[config.mk]
export PLATFORM = sky130hd
export DESIGN_NAME = iomem_axis_bridge
export DESIGN_NICKNAME = d
export VERILOG_FILES = /design/src/rtl/iomem_axis_bridge_pkg.sv /design/src/rtl/iomem_axis_bridge_fifo.sv /design/src/rtl/iomem_axis_bridge.sv
export SDC_FILE = /design/constraint.sdc
export NUM_CORES = 1
export LEC_CHECK = 0
export BUFFER_PORTS_ARGS = -buffer_cell sky130_fd_sc_hd__buf_2
export CORE_MARGIN = 4
export CORE_UTILIZATION = 28
export DETAILED_ROUTE_END_ITERATION = 6
export GPL_ROUTABILITY_DRIVEN = 0
export PLACE_DENSITY = 0.44
export SETUP_SLACK_MARGIN = 0.4
export SLEW_MARGIN = 15
export SYNTH_ARGS = -nofsm -noshare
export SYNTH_HDL_FRONTEND = slang
export SYNTH_SLANG_ARGS = --single-unit
[constraint.sdc]
create_clock -name clk -period 3.5 [get_ports clk]
set_input_delay 0.7 -clock clk [delete_from_list [all_inputs] [get_ports clk]]
set_output_delay 0.7 -clock clk [all_outputs]
set_load 0.01 [all_outputs]
[src/rtl/iomem_axis_bridge_pkg.sv]
// Shared constants and helpers for the iomem-to-AXI-Stream bridge.
package iomem_axis_bridge_pkg;

    localparam logic [7:0] REG_DATA   = 8'h00;
    localparam logic [7:0] REG_STATUS = 8'h04;
    localparam logic [7:0] REG_CTRL   = 8'h08;

    localparam int unsigned ST_RX_NONEMPTY = 0;
    localparam int unsigned ST_TX_FULL     = 1;
    localparam int unsigned ST_RX_OVERFLOW = 2;
    localparam int unsigned ST_TX_EMPTY    = 3;

    localparam int unsigned CTRL_RX_IRQ_EN  = 0;
    localparam int unsigned CTRL_TXE_IRQ_EN = 1;
    localparam int unsigned CTRL_BITS       = 2;

    localparam logic [31:0] EMPTY_READ_VALUE = 32'hFFFF_FFFF;

    // Assemble the STATUS word: flags in [3:0], rx level in [15:8], tx level in [23:16].
    function automatic logic [31:0] pack_status(
        input logic       rx_nonempty,
        input logic       tx_full,
        input logic       rx_overflow,
        input logic       tx_empty,
        input logic [7:0] rx_level,
        input logic [7:0] tx_level
    );
        logic [31:0] word;
        word                 = '0;
        word[ST_RX_NONEMPTY] = rx_nonempty;
        word[ST_TX_FULL]     = tx_full;
        word[ST_RX_OVERFLOW] = rx_overflow;
        word[ST_TX_EMPTY]    = tx_empty;
        word[15:8]           = rx_level;
        word[23:16]          = tx_level;
        return word;
    endfunction

endpackage

[src/rtl/iomem_axis_bridge_fifo.sv]
// Synchronous valid/ready FIFO with a registered fill level.
// A push into a full FIFO is taken when a pop happens in the same cycle.
module axis_fifo_sync #(
    parameter int unsigned DEPTH = 16,
    parameter int unsigned WIDTH = 8
) (
    input  logic                     clk,
    input  logic                     reset,
    input  logic                     in_valid,
    output logic                     in_ready_c,
    input  logic [WIDTH-1:0]         in_data,
    output logic                     out_valid_c,
    input  logic                     out_ready,
    output logic [WIDTH-1:0]         out_data_c,
    output logic [$clog2(DEPTH):0]   level
);

    localparam int unsigned AW = $clog2(DEPTH);
    localparam int unsigned LW = AW + 1;

    logic [WIDTH-1:0] mem [DEPTH];
    logic [AW-1:0]    wr_ptr;
    logic [AW-1:0]    rd_ptr;
    logic             full;
    logic             empty;
    logic             push;
    logic             pop;

    always_comb begin
        full        = (level == LW'(DEPTH));
        empty       = (level == '0);
        pop         = out_ready && !empty;
        push        = in_valid && (!full || pop);
        in_ready_c  = !full;
        out_valid_c = !empty;
        out_data_c  = mem[rd_ptr];
    end

    // Pointers wrap naturally since DEPTH is a power of two.
    always_ff @(posedge clk or posedge reset) begin
        if (reset) begin
            wr_ptr <= '0;
            rd_ptr <= '0;
            level  <= '0;
        end else begin
            if (push) begin
                wr_ptr <= wr_ptr + AW'(1);
            end
            if (pop) begin
                rd_ptr <= rd_ptr + AW'(1);
            end
            if (push && !pop) begin
                level <= level + LW'(1);
            end else if (pop && !push) begin
                level <= level - LW'(1);
            end
        end
    end

    always_ff @(posedge clk) begin
        if (push) begin
            mem[wr_ptr] <= in_data;
        end
    end

endmodule

[src/rtl/iomem_axis_bridge.sv]
// PicoSoC iomem responder bridging CPU loads/stores to TX/RX AXI-Stream byte FIFOs,
// with STATUS/CTRL registers and a level interrupt.
module iomem_axis_bridge
    import iomem_axis_bridge_pkg::*;
#(
    parameter logic [31:0] BASE_ADDR  = 32'h0300_0000,
    parameter int unsigned FIFO_DEPTH = 16,
    parameter int unsigned DATA_BITS  = 8
) (
    input  logic                 clk,
    input  logic                 reset,
    input  logic                 iomem_valid,
    output logic                 iomem_ready,
    input  logic [3:0]           iomem_wstrb,
    input  logic [31:0]          iomem_addr,
    input  logic [31:0]          iomem_wdata,
    output logic [31:0]          iomem_rdata,
    output logic                 irq,
    output logic                 m_axis_tvalid,
    input  logic                 m_axis_tready,
    output logic [DATA_BITS-1:0] m_axis_tdata,
    input  logic                 s_axis_tvalid,
    output logic                 s_axis_tready,
    input  logic [DATA_BITS-1:0] s_axis_tdata
);

    localparam int unsigned LW = $clog2(FIFO_DEPTH) + 1;

    logic [LW-1:0]        tx_level;
    logic [LW-1:0]        rx_level;
    logic                 tx_in_ready;
    logic                 rx_valid;
    logic [DATA_BITS-1:0] rx_data;
    logic                 rx_push;

    logic [CTRL_BITS-1:0] ctrl;
    logic                 rx_overflow;

    logic                 sel;
    logic [7:0]           off;
    logic                 is_write;
    logic                 take;
    logic                 stall;
    logic                 accept;
    logic                 tx_push_req;
    logic                 tx_pop;
    logic                 rx_pop;
    logic                 ctrl_write;
    logic                 ovf_clear;
    logic [31:0]          rdata_next;
    logic                 unused_wdata;

    assign unused_wdata = ^iomem_wdata;

    axis_fifo_sync #(
        .DEPTH (FIFO_DEPTH),
        .WIDTH (DATA_BITS)
    ) u_tx_fifo (
        .clk         (clk),
        .reset       (reset),
        .in_valid    (tx_push_req),
        .in_ready_c  (tx_in_ready),
        .in_data     (iomem_wdata[DATA_BITS-1:0]),
        .out_valid_c (m_axis_tvalid),
        .out_ready   (m_axis_tready),
        .out_data_c  (m_axis_tdata),
        .level       (tx_level)
    );

    axis_fifo_sync #(
        .DEPTH (FIFO_DEPTH),
        .WIDTH (DATA_BITS)
    ) u_rx_fifo (
        .clk         (clk),
        .reset       (reset),
        .in_valid    (rx_push),
        .in_ready_c  (s_axis_tready),
        .in_data     (s_axis_tdata),
        .out_valid_c (rx_valid),
        .out_ready   (rx_pop),
        .out_data_c  (rx_data),
        .level       (rx_level)
    );

    // Decode the CPU request; a full-TX DATA write stalls unless a TX pop frees a slot now.
    always_comb begin
        sel         = iomem_valid && (iomem_addr[31:8] == BASE_ADDR[31:8]);
        off         = iomem_addr[7:0];
        is_write    = |iomem_wstrb;
        take        = sel && !iomem_ready;
        tx_pop      = m_axis_tvalid && m_axis_tready;
        tx_push_req = take && (off == REG_DATA) && iomem_wstrb[0];
        stall       = tx_push_req && !tx_in_ready && !tx_pop;
        accept      = take && !stall;
        rx_pop      = take && (off == REG_DATA) && !is_write && rx_valid;
        rx_push     = s_axis_tvalid && s_axis_tready;
        ctrl_write  = take && (off == REG_CTRL) && iomem_wstrb[0];
        ovf_clear   = take && (off == REG_STATUS) && iomem_wstrb[0]
                      && iomem_wdata[ST_RX_OVERFLOW];

        rdata_next = '0;
        if (!is_write) begin
            case (off)
                REG_DATA:   rdata_next = rx_valid ? 32'(rx_data) : EMPTY_READ_VALUE;
                REG_STATUS: rdata_next = pack_status(rx_valid, !tx_in_ready, rx_overflow,
                                                     !m_axis_tvalid, 8'(rx_level), 8'(tx_level));
                REG_CTRL:   rdata_next = 32'(ctrl);
                default:    rdata_next = '0;
            endcase
        end
    end

    // Completion, register state and interrupt; a fresh overflow wins over a same-cycle clear.
    always_ff @(posedge clk or posedge reset) begin
        if (reset) begin
            iomem_ready <= 1'b0;
            iomem_rdata <= '0;
            irq         <= 1'b0;
            ctrl        <= '0;
            rx_overflow <= 1'b0;
        end else begin
            iomem_ready <= accept;
            iomem_rdata <= accept ? rdata_next : '0;
            if (ctrl_write) begin
                ctrl <= iomem_wdata[CTRL_BITS-1:0];
            end
            if (ovf_clear) begin
                rx_overflow <= 1'b0;
            end
            if (s_axis_tvalid && !s_axis_tready) begin
                rx_overflow <= 1'b1;
            end
            irq <= (ctrl[CTRL_RX_IRQ_EN] && rx_valid)
                   || (ctrl[CTRL_TXE_IRQ_EN] && !m_axis_tvalid);
        end
    end

endmodule

# Word-level counts from Yosys, hierarchy flattened
# Memory sizes are Yosys's and may differ from the RTL's.
# Cells that the tools add are included.
# totals
ff_bits	63
latch_bits	0
mem_bits_rw	256
rom_bits	0
inputBits	81
out_inout_bits	44
word_cells	87
n_memories	2
# classes
n_addsub	8
n_mul	0
n_div	0
magnitude_cmp	0
eq_ne	5
shifts	0
mux	14
bitwise	0
reduce_logical	47
# mem_list
name	words	word_bits	read_ports	rd_clocked_by_memory_dff	write_ports	line_no	rtl
u_rx_fifo.mem	16	8	1	0	1	iomem_axis_bridge_fifo.sv:21	logic [WIDTH-1:0] mem [DEPTH];
u_tx_fifo.mem	16	8	1	0	1	iomem_axis_bridge_fifo.sv:21	
# ops
operator	n
$mux 32	3
$pmux 32 s3	1
$logic_and 1x1->1	26
$eq 24x18->1 const B	1
$mux 5	4
$add 4x1->4 const B	4
$logic_not 1->1	11
$add 5x1->5 const B	2
$eq 5x5->1 const B	2
$logic_not 5->1	2
$sub 5x1->5 const B	2
$eq 8x3->1 const B	1
$eq 8x4->1 const B	1
$logic_not 8->1	1
$mux 1	6
$reduce_bool 2->1	3
$reduce_or 4->1	1
$logic_or 1x1->1	3

# Longest topological paths before layout
# Gate-level depths: netlist of run 1.
# depth
ltp_word	13
depth_mapped	14
mapped_depth_nobuf	12

# Modules after synthesis
# Synthesis of run 1 repeated with hierarchy kept, for this count alone.
# hier_totals
hier_cells	772
hier_area_um2	12803.5
# by_module_without_submodules
mod	instances	cells_per_inst	area_each_um2	seq_area_each_um2
axis_fifo_sync	2	321	5773.0	4169.0
iomem_axis_bridge	1	130	1257.5	600.6

# Least setup slack after synthesis of run 1
# No wires, ideal clock.
# synth_path
kind	input to register
start	in iomem_addr[9]
end	reg u_tx_fifo.level[4]
setup_time_ns	0.079
arrival_time_ns	3.364
required_ns	3.421
path_slack_ns	0.057
stages	14
n_path_buf	2
cell_sequence	nor4_1 > nand4_1 > nor3_1 > and3b_1 > buf_2 > buf_2 > ha_1 > inv_1 > ha_1 > nor2b_1 > o21a_1 > or3_1 > a21oi_1 > xor2_1
# synth_between
elab_chain_len	9
elab_cells_between_ends	11
classes_between	eq/ne: 1; mux: 1; reduce/logical: 9
# synth_rtl
element	line_no	rtl
start, declared	iomem_axis_bridge.sv:15	input logic [31:0] iomem_addr,
$eq 24x18->1 *	iomem_axis_bridge.sv:87	sel = iomem_valid && (iomem_addr[31:8] == BASE_ADDR[31:8]);
$logic_and 1x1->1 *	iomem_axis_bridge.sv:87	
$logic_and 1x1->1 *	iomem_axis_bridge.sv:90	take = sel && !iomem_ready;
$logic_and 1x1->1 * (2 in a row)	iomem_axis_bridge.sv:92	tx_push_req = take && (off == REG_DATA) && iomem_wstrb[0];
$logic_and 1x1->1 *	iomem_axis_bridge_fifo.sv:33	push = in_valid && (!full || pop);
net u_tx_fifo.push	iomem_axis_bridge_fifo.sv:26	logic push;
$logic_not 1->1	iomem_axis_bridge_fifo.sv:54	end else if (pop && !push) begin
$logic_and 1x1->1	iomem_axis_bridge_fifo.sv:54	
$reduce_bool 2->1 (no source line)	n/a	
end signal, assigned	iomem_axis_bridge_fifo.sv:53	level <= level + LW'(1);
end signal, assigned	iomem_axis_bridge_fifo.sv:55	level <= level - LW'(1);
end, declared	iomem_axis_bridge_fifo.sv:15	output logic [$clog2(DEPTH):0] level
# Mark *: on every way through the listed nets, which the timed path passes. The rest lies on a longest branch.
# A chain may end at the register's enable or synchronous reset.

# Worst setup path after layout of run 1
# layout_path
start	reg u_tx_fifo.rd_ptr[0]
end	out m_axis_tdata[3]
# layout_between
elab_chain_len	1
# layout_rtl
element	line_no	rtl
start, declared	iomem_axis_bridge_fifo.sv:23	logic [AW-1:0] rd_ptr;
start signal, assigned	iomem_axis_bridge_fifo.sv:50	rd_ptr <= rd_ptr + AW'(1);
$mem_v2 16x8	n/a	
end, declared	iomem_axis_bridge.sv:21	output logic [DATA_BITS-1:0] m_axis_tdata,
# Every way passes these cells.

==> results_dict.tcl, run 1 <==
set metrics [dict create \
    fin_ws_ns 0.409 \
    htreeDepth 2 \
    cts_sinks 306 \
    maxCapViolCount 0 \
    yosys.area_share.adder 0.0223 \
    cts_made_buffers 36 \
    holdWs_ns 0.353 \
    rrSetupSlack_ns 0.43 \
    status "finished clean" \
    hpwl_mm 18.9 \
    grt_max_degree 51 \
    startpoint_type "flip-flop" \
    path_max_fanout 6 \
    die_x_um 219 \
    synth_cell_type_count 49 \
    fin_crit_ns 3.09 \
    fmax_mhz 324 \
    synthCells 675 \
    io_buffers 100 \
    yosys_warnings 0 \
    yosys.area_share.simple 0.0593 \
    finalHoldViolCount 0 \
    syn_nets 777 \
    rr_endpoint "u_tx_fifo.level[4]" \
    synthArstFlopShare 0.163 \
    first_pass_iters 7 \
    r2r-start "u_tx_fifo.level[3]" \
    ir_worst_vdd_v 0.000251 \
    num_vias 6471 \
    die-area_um2 47900 \
    synthTopCellsByArea "edfxtp_1, mux4_2, dfrtp_1" \
    initial_core_util 0.282 \
    synth_top_family_by_area "multiplexers" \
    antenna_cells 0 \
    ys_seq_elements 306 \
    clock_latency_ns 0.55 \
    slew_viol_final 0 \
    viasPerCell 4.50 \
    clock_path_buffers 3 \
    grt_pass1_wl_mm 44.3 \
    p_total_mw 8.49 \
    ys_seq_area_frac 0.717 \
    reg2reg_depth 12 \
    clockRootBuffer "clkbuf_16" \
    antenna_found_initial 3 \
    crit_type "flip-flop to output pin" \
    fin_crit_sh 0.883 \
    ys.flop_type "edfxtp_1" \
    syn_area_um2 12500 \
    drive_gt1_frac 0.364 \
    synth_edf_count 256 \
    clkTransAtPathRegs_ns 0.06 \
    tightest_slew_ns 0.827 \
    wl_per_cell_um 20.4 \
    syn_to_final_growth_pct 22.6 \
    setup_tns_ns 0 \
    io-pin-count 125 \
    relSlewSlack 0.447 \
    dpl_worst_slack_ns 0.0951 \
    setup_viol 0 \
    skew_ns 0.0182 \
    p_leak_nw 5.37 \
    cp-end-kind "output pin" \
    drt-initial-drc-count 490 \
    synth_xor_xnor_area_share 0.0148 \
    drt.antenna.violating_nets 0 \
    yosysMostFrequentCell "edfxtp_1" \
    drc 0 \
    layout.nets 925 \
    crit_required_ns 2.80 \
    synth_mux_area_frac 0.139 \
    synth_compound_area_frac 0.0240 \
    worst_ep_arrival_time_ns 2.39 \
    ys_top_cells_by_count "edfxtp_1, mux4_2, dfrtp_1, nand2_1, nor2_1" \
    rows 77 \
    synth_top_area_frac 0.617 \
    routed_wl_mm 29.4 \
    cts_tree "built" \
    syn_area_per_cell_um2 18.5 \
    grt_usage 0.124 \
    core_area_um2 44100 \
    netlist.top_cell.by_area "edfxtp_1" \
    rsz0062_at_grt "true" \
    hold_path.class "input port to asynchronous set/reset pin" \
    grt-ovfl-total 0 \
    p_per_area_nw_per_um2 556 \
    first_global_vias 6845 \
    dieHeight_um 219 \
]
what timing repair did:
item                       4_1_cts  5_1_grt
setup endpoints to repair        9       10
hold buffers                     0        0
pin swaps                        1        0
setup buffers                    5        1
cloned                           2        1
gates resized for setup         12        9
logic make-up after synthesis:
family / count (synthesis)
xor+xnor: 21
mux: 82
flops: 306
fa+ha+maj: 21
simple gates: 136
compound gates: 49
buf+inv: 60
per-stage QoR:
stage          cell area, um2  cells  utilization
4_1_cts                 15200   1437        0.345
5_1_grt                 15300   1439        0.346
2_1_floorplan           12600    675            -
6_report                15300   1439        0.346
3_3_place_gp            14000   1368        0.316
3_5_place_dp            14000   1368        0.316
state kept, by name (all words and copies together), names as in the netlist, 5 cells and up:
name and count:
iomem_rdata 19, u_tx_fifo.mem 128, u_rx_fifo.level 5, u_rx_fifo.mem 128, u_tx_fifo.level 5
cells in the final DEF (no fill, tap or decap), types with 3 or more instances in the layout:
master	n
clkbuf_16	37
nand4_1	4
edfxtp_1	256
nor3_1	7
dfrtp_1	48
buf_12	5
a21oi_1	17
mux4_2	72
buf_2	94
nand3_1	8
nand2_1	34
and3_1	22
inv_2	3
nor2_1	24
inv_1	8
and2_1	3
clkbuf_1	9
mux2i_1	4
xor2_1	5
nor2b_1	6
nand2b_1	4
buf_4	49
a22oi_1	6
ha_1	16
a31oi_1	5
clkinvlp_4	3
ha_4	3
o21ai_0	9
clkinv_1	6
mux2_2	5
buf_6	7
xnor2_1	16
report_power, final:
part | internal (mW) | switching (mW) | leakage (nW) | total (mW)
sequential | 4.16 | 0.122 | 2.97 | 4.29
combinational | 0.268 | 0.381 | 1.88 | 0.649
clock | 2.08 | 1.47 | 0.529 | 3.55
total | 6.51 | 1.97 | 5.37 | 8.49
worst max path at each step:
stage / from / to / slack (ns) / depth (start not counted)
final: u_tx_fifo.rd_ptr[0] / m_axis_tdata[3] / 0.41 / 5
after global routing: u_tx_fifo.level[3] / u_tx_fifo.level[4] / 0.31 / 12
after CTS: u_tx_fifo.level[3] / u_tx_fifo.level[4] / 0.35 / 12
after detailed placement: iomem_addr[10] / u_rx_fifo.level[4] / 0.1 / 13
after global placement: iomem_addr[26] / u_rx_fifo.level[4] / 0.09 / 13
after floorplan: iomem_addr[20] / u_tx_fifo.level[4] / 0.32 / 14
worst max-delay path, stage by stage, from the launching register on:
cell and delay (ns):
dfrtp_2 0.43, buf_12 0.14, buf_16 0.13, mux4_2 0.51, mux4_2 0.49, buf_6 0.15
per-layer routing:
layer  vias to the layer above  share of wire  GRT usage
met5                         -         0.0012          0
met4                         6          0.019     0.0354
met3                        44          0.070     0.0335
met2                       183           0.46      0.197
met1                      3273           0.45      0.169
li1                       2965              -          -
final cells by class:
type | instances | area (um2)
Clock inverter | 16 | 164
Fill cell | 4261 | 28900
Sequential cell | 306 | 8940
Inverter | 12 | 47.5
Clock buffer | 46 | 948
Tap cell | 592 | 741
Multi-Input combinational cell | 309 | 3330
Timing Repair Buffer | 158 | 1100
(Power assumes the default switching activity.)
==> run 2: changes to the inputs <==
Settings changed: CTS_BUF_LIST set to sky130_fd_sc_hd__clkbuf_4 sky130_fd_sc_hd__clkbuf_8, GPL_ROUTABILITY_DRIVEN 0 to not set.
Clock period 3.5 ns to 4 ns, I/O delays scaled along.
==> run 2 against run 1 <==
Sequential power decreased by 13%. Global-route usage about the same. Total power decreased by 16%. Cell count increased by 0.21%. Final area decreased by 3.5%. Die area unchanged. Critical endpoint is now u_tx_fifo.level[4]. Wire length decreased by 0.50%. Hold slack got worse by 0.057 ns. Sequential share of layout area increased by 2.1 points.
==> results_dict.tcl, run 2 (same netlist as run 1, synthesis figures left out) <==
set metrics [dict create \
    slew_viol_final 0 \
    grt_use_met1 0.162 \
    final_cell_mix "edfxtp_1, buf_2, mux4_2" \
    r2r-start "u_tx_fifo.level[1]" \
    cp-end-kind "flip-flop" \
    syn_to_final_growth_pct 18.3 \
    drt.antenna.violating_nets 0 \
    io_buffers 100 \
    p_per_area_nw_per_um2 485 \
    worst_ep_arrival_time_ns 3.96 \
    num_vias 6385 \
    setup_viol 0 \
    setup_tns_ns 0 \
    fmax_mhz 292 \
    ir_worst_vdd_v 0.000203 \
    cts_tree "built" \
    max_stage_delay_ns 0.61 \
    hold_path.class "input port to asynchronous set/reset pin" \
    rrSetupSlack_ns 0.58 \
    clkTransAtPathRegs_ns 0.06 \
    cp_slowest_cell "or4_1" \
    crit_required_ns 4.53 \
    hpwl_mm 18.9 \
    core_area_um2 44100 \
    grt-ovfl-total 0 \
    gp_congestion 0.746 \
    rsz0062_at_grt "false" \
    maxCapViolCount 0 \
    drc 0 \
    drive_gt1_frac 0.346 \
    dieHeight_um 219 \
    tightest_slew_ns 0.940 \
    crit_type "flip-flop to flip-flop" \
    crit_path_start "u_tx_fifo.level[1]" \
    met2_usage 0.208 \
    fin_crit_sh 0.856 \
    first_pass_iters 4 \
    relSlewSlack 0.371 \
    io-pin-count 125 \
    drt-initial-drc-count 442 \
    wl_per_cell_um 20.3 \
    cts_resized 0 \
    stdcell_area_um2 14700 \
    grt_pass1_wl_mm 44.2 \
    layout_commonest_cell "edfxtp_1" \
    die-area_um2 47900 \
    p_leak_nw 5.18 \
    grtUsageMet3 0.0258 \
    initial_core_util 0.282 \
    path_max_fanout 5 \
    startpoint_type "flip-flop" \
    fin_crit_ns 3.42 \
    cts_made_buffers 53 \
    worstPathCellList "or4_1 > or2_2 > and2_1 > inv_1 > ha_1 > inv_1 > ha_1 > nor2b_1 > o21a_1 > or3_1 > a21oi_1 > xor2_1" \
    cp_top_family "simple AND/OR/NAND/NOR gates" \
    status "finished clean" \
    clock_latency_ns 0.61 \
    grt_max_degree 28 \
    first_global_vias 6880 \
    cts_sinks 306 \
    path_buf_inv 2 \
    rows 77 \
    antenna_found_initial 1 \
    clockRootBuffer "clkbuf_8" \
    htreeDepth 2 \
    die_x_um 219 \
    layout.nets 907 \
    top_usage_layer "met2" \
    postCtsSetupRepairBufs 0 \
    placedInstanceArea_um2 13700 \
    hold_buffers 0 \
    grt_usage 0.124 \
    routed_wl_mm 29.2 \
    finalHoldViolCount 0 \
    viasPerCell 4.43 \
    skew_ns 0.0374 \
    clock_path_buffers 3 \
    reg.largest.list "u_rx_fifo.mem: 128 flops, u_tx_fifo.mem: 128 flops, iomem_rdata: 19 flops" \
]
==> run 2: layout make-up <==
class                   instances  area, um2
diodes                          1       2.50
clock buffers                  74        912
clock inverters                25        171
fillers                      4323      29400
inverters                      12       45.0
multi-input cells             309       3240
flip-flops and latches        306       8940
well taps                     592        741
repair buffers                123        686
==> run 2: power breakdown <==
group          switching (mW)  internal, mW  total, mW
Combinational           0.319         0.205      0.524
Sequential             0.0993          3.65       3.74
Clock                    1.28          1.60       2.88
==> run 2: final timing paths <==
path,depth (start not counted),endpoint
min in group clk,1,rx_overflow
max,12,u_tx_fifo.level[4]
min,2,u_rx_fifo.wr_ptr[3]
max in group asynchronous,3,iomem_ready
max reg2reg,12,u_tx_fifo.level[4]
min reg2reg,1,rx_overflow
==> run 2: stage by stage <==
step / worst slack (ns) / instances / power, mW / util / hold WS (ns)
after floorplan: 0.457 / 675 / 4.12 / - / 0.466
after global placement: 0.283 / 1342 / 4.35 / 0.309 / 0.482
after detailed placement: 0.230 / 1342 / 4.35 / 0.309 / 0.486
after CTS: 0.540 / 1441 / 7.27 / 0.334 / 0.262
after global routing: 0.401 / 1442 / 7.51 / 0.334 / 0.319
final: 0.578 / 1442 / 7.15 / 0.334 / 0.296
==> run 2: layer usage <==
metal  up-vias  share of wire
li1       2933              -
met1      3310           0.44
met2       101           0.51
met3        41          0.033
met4         0          0.016
met5         -              0
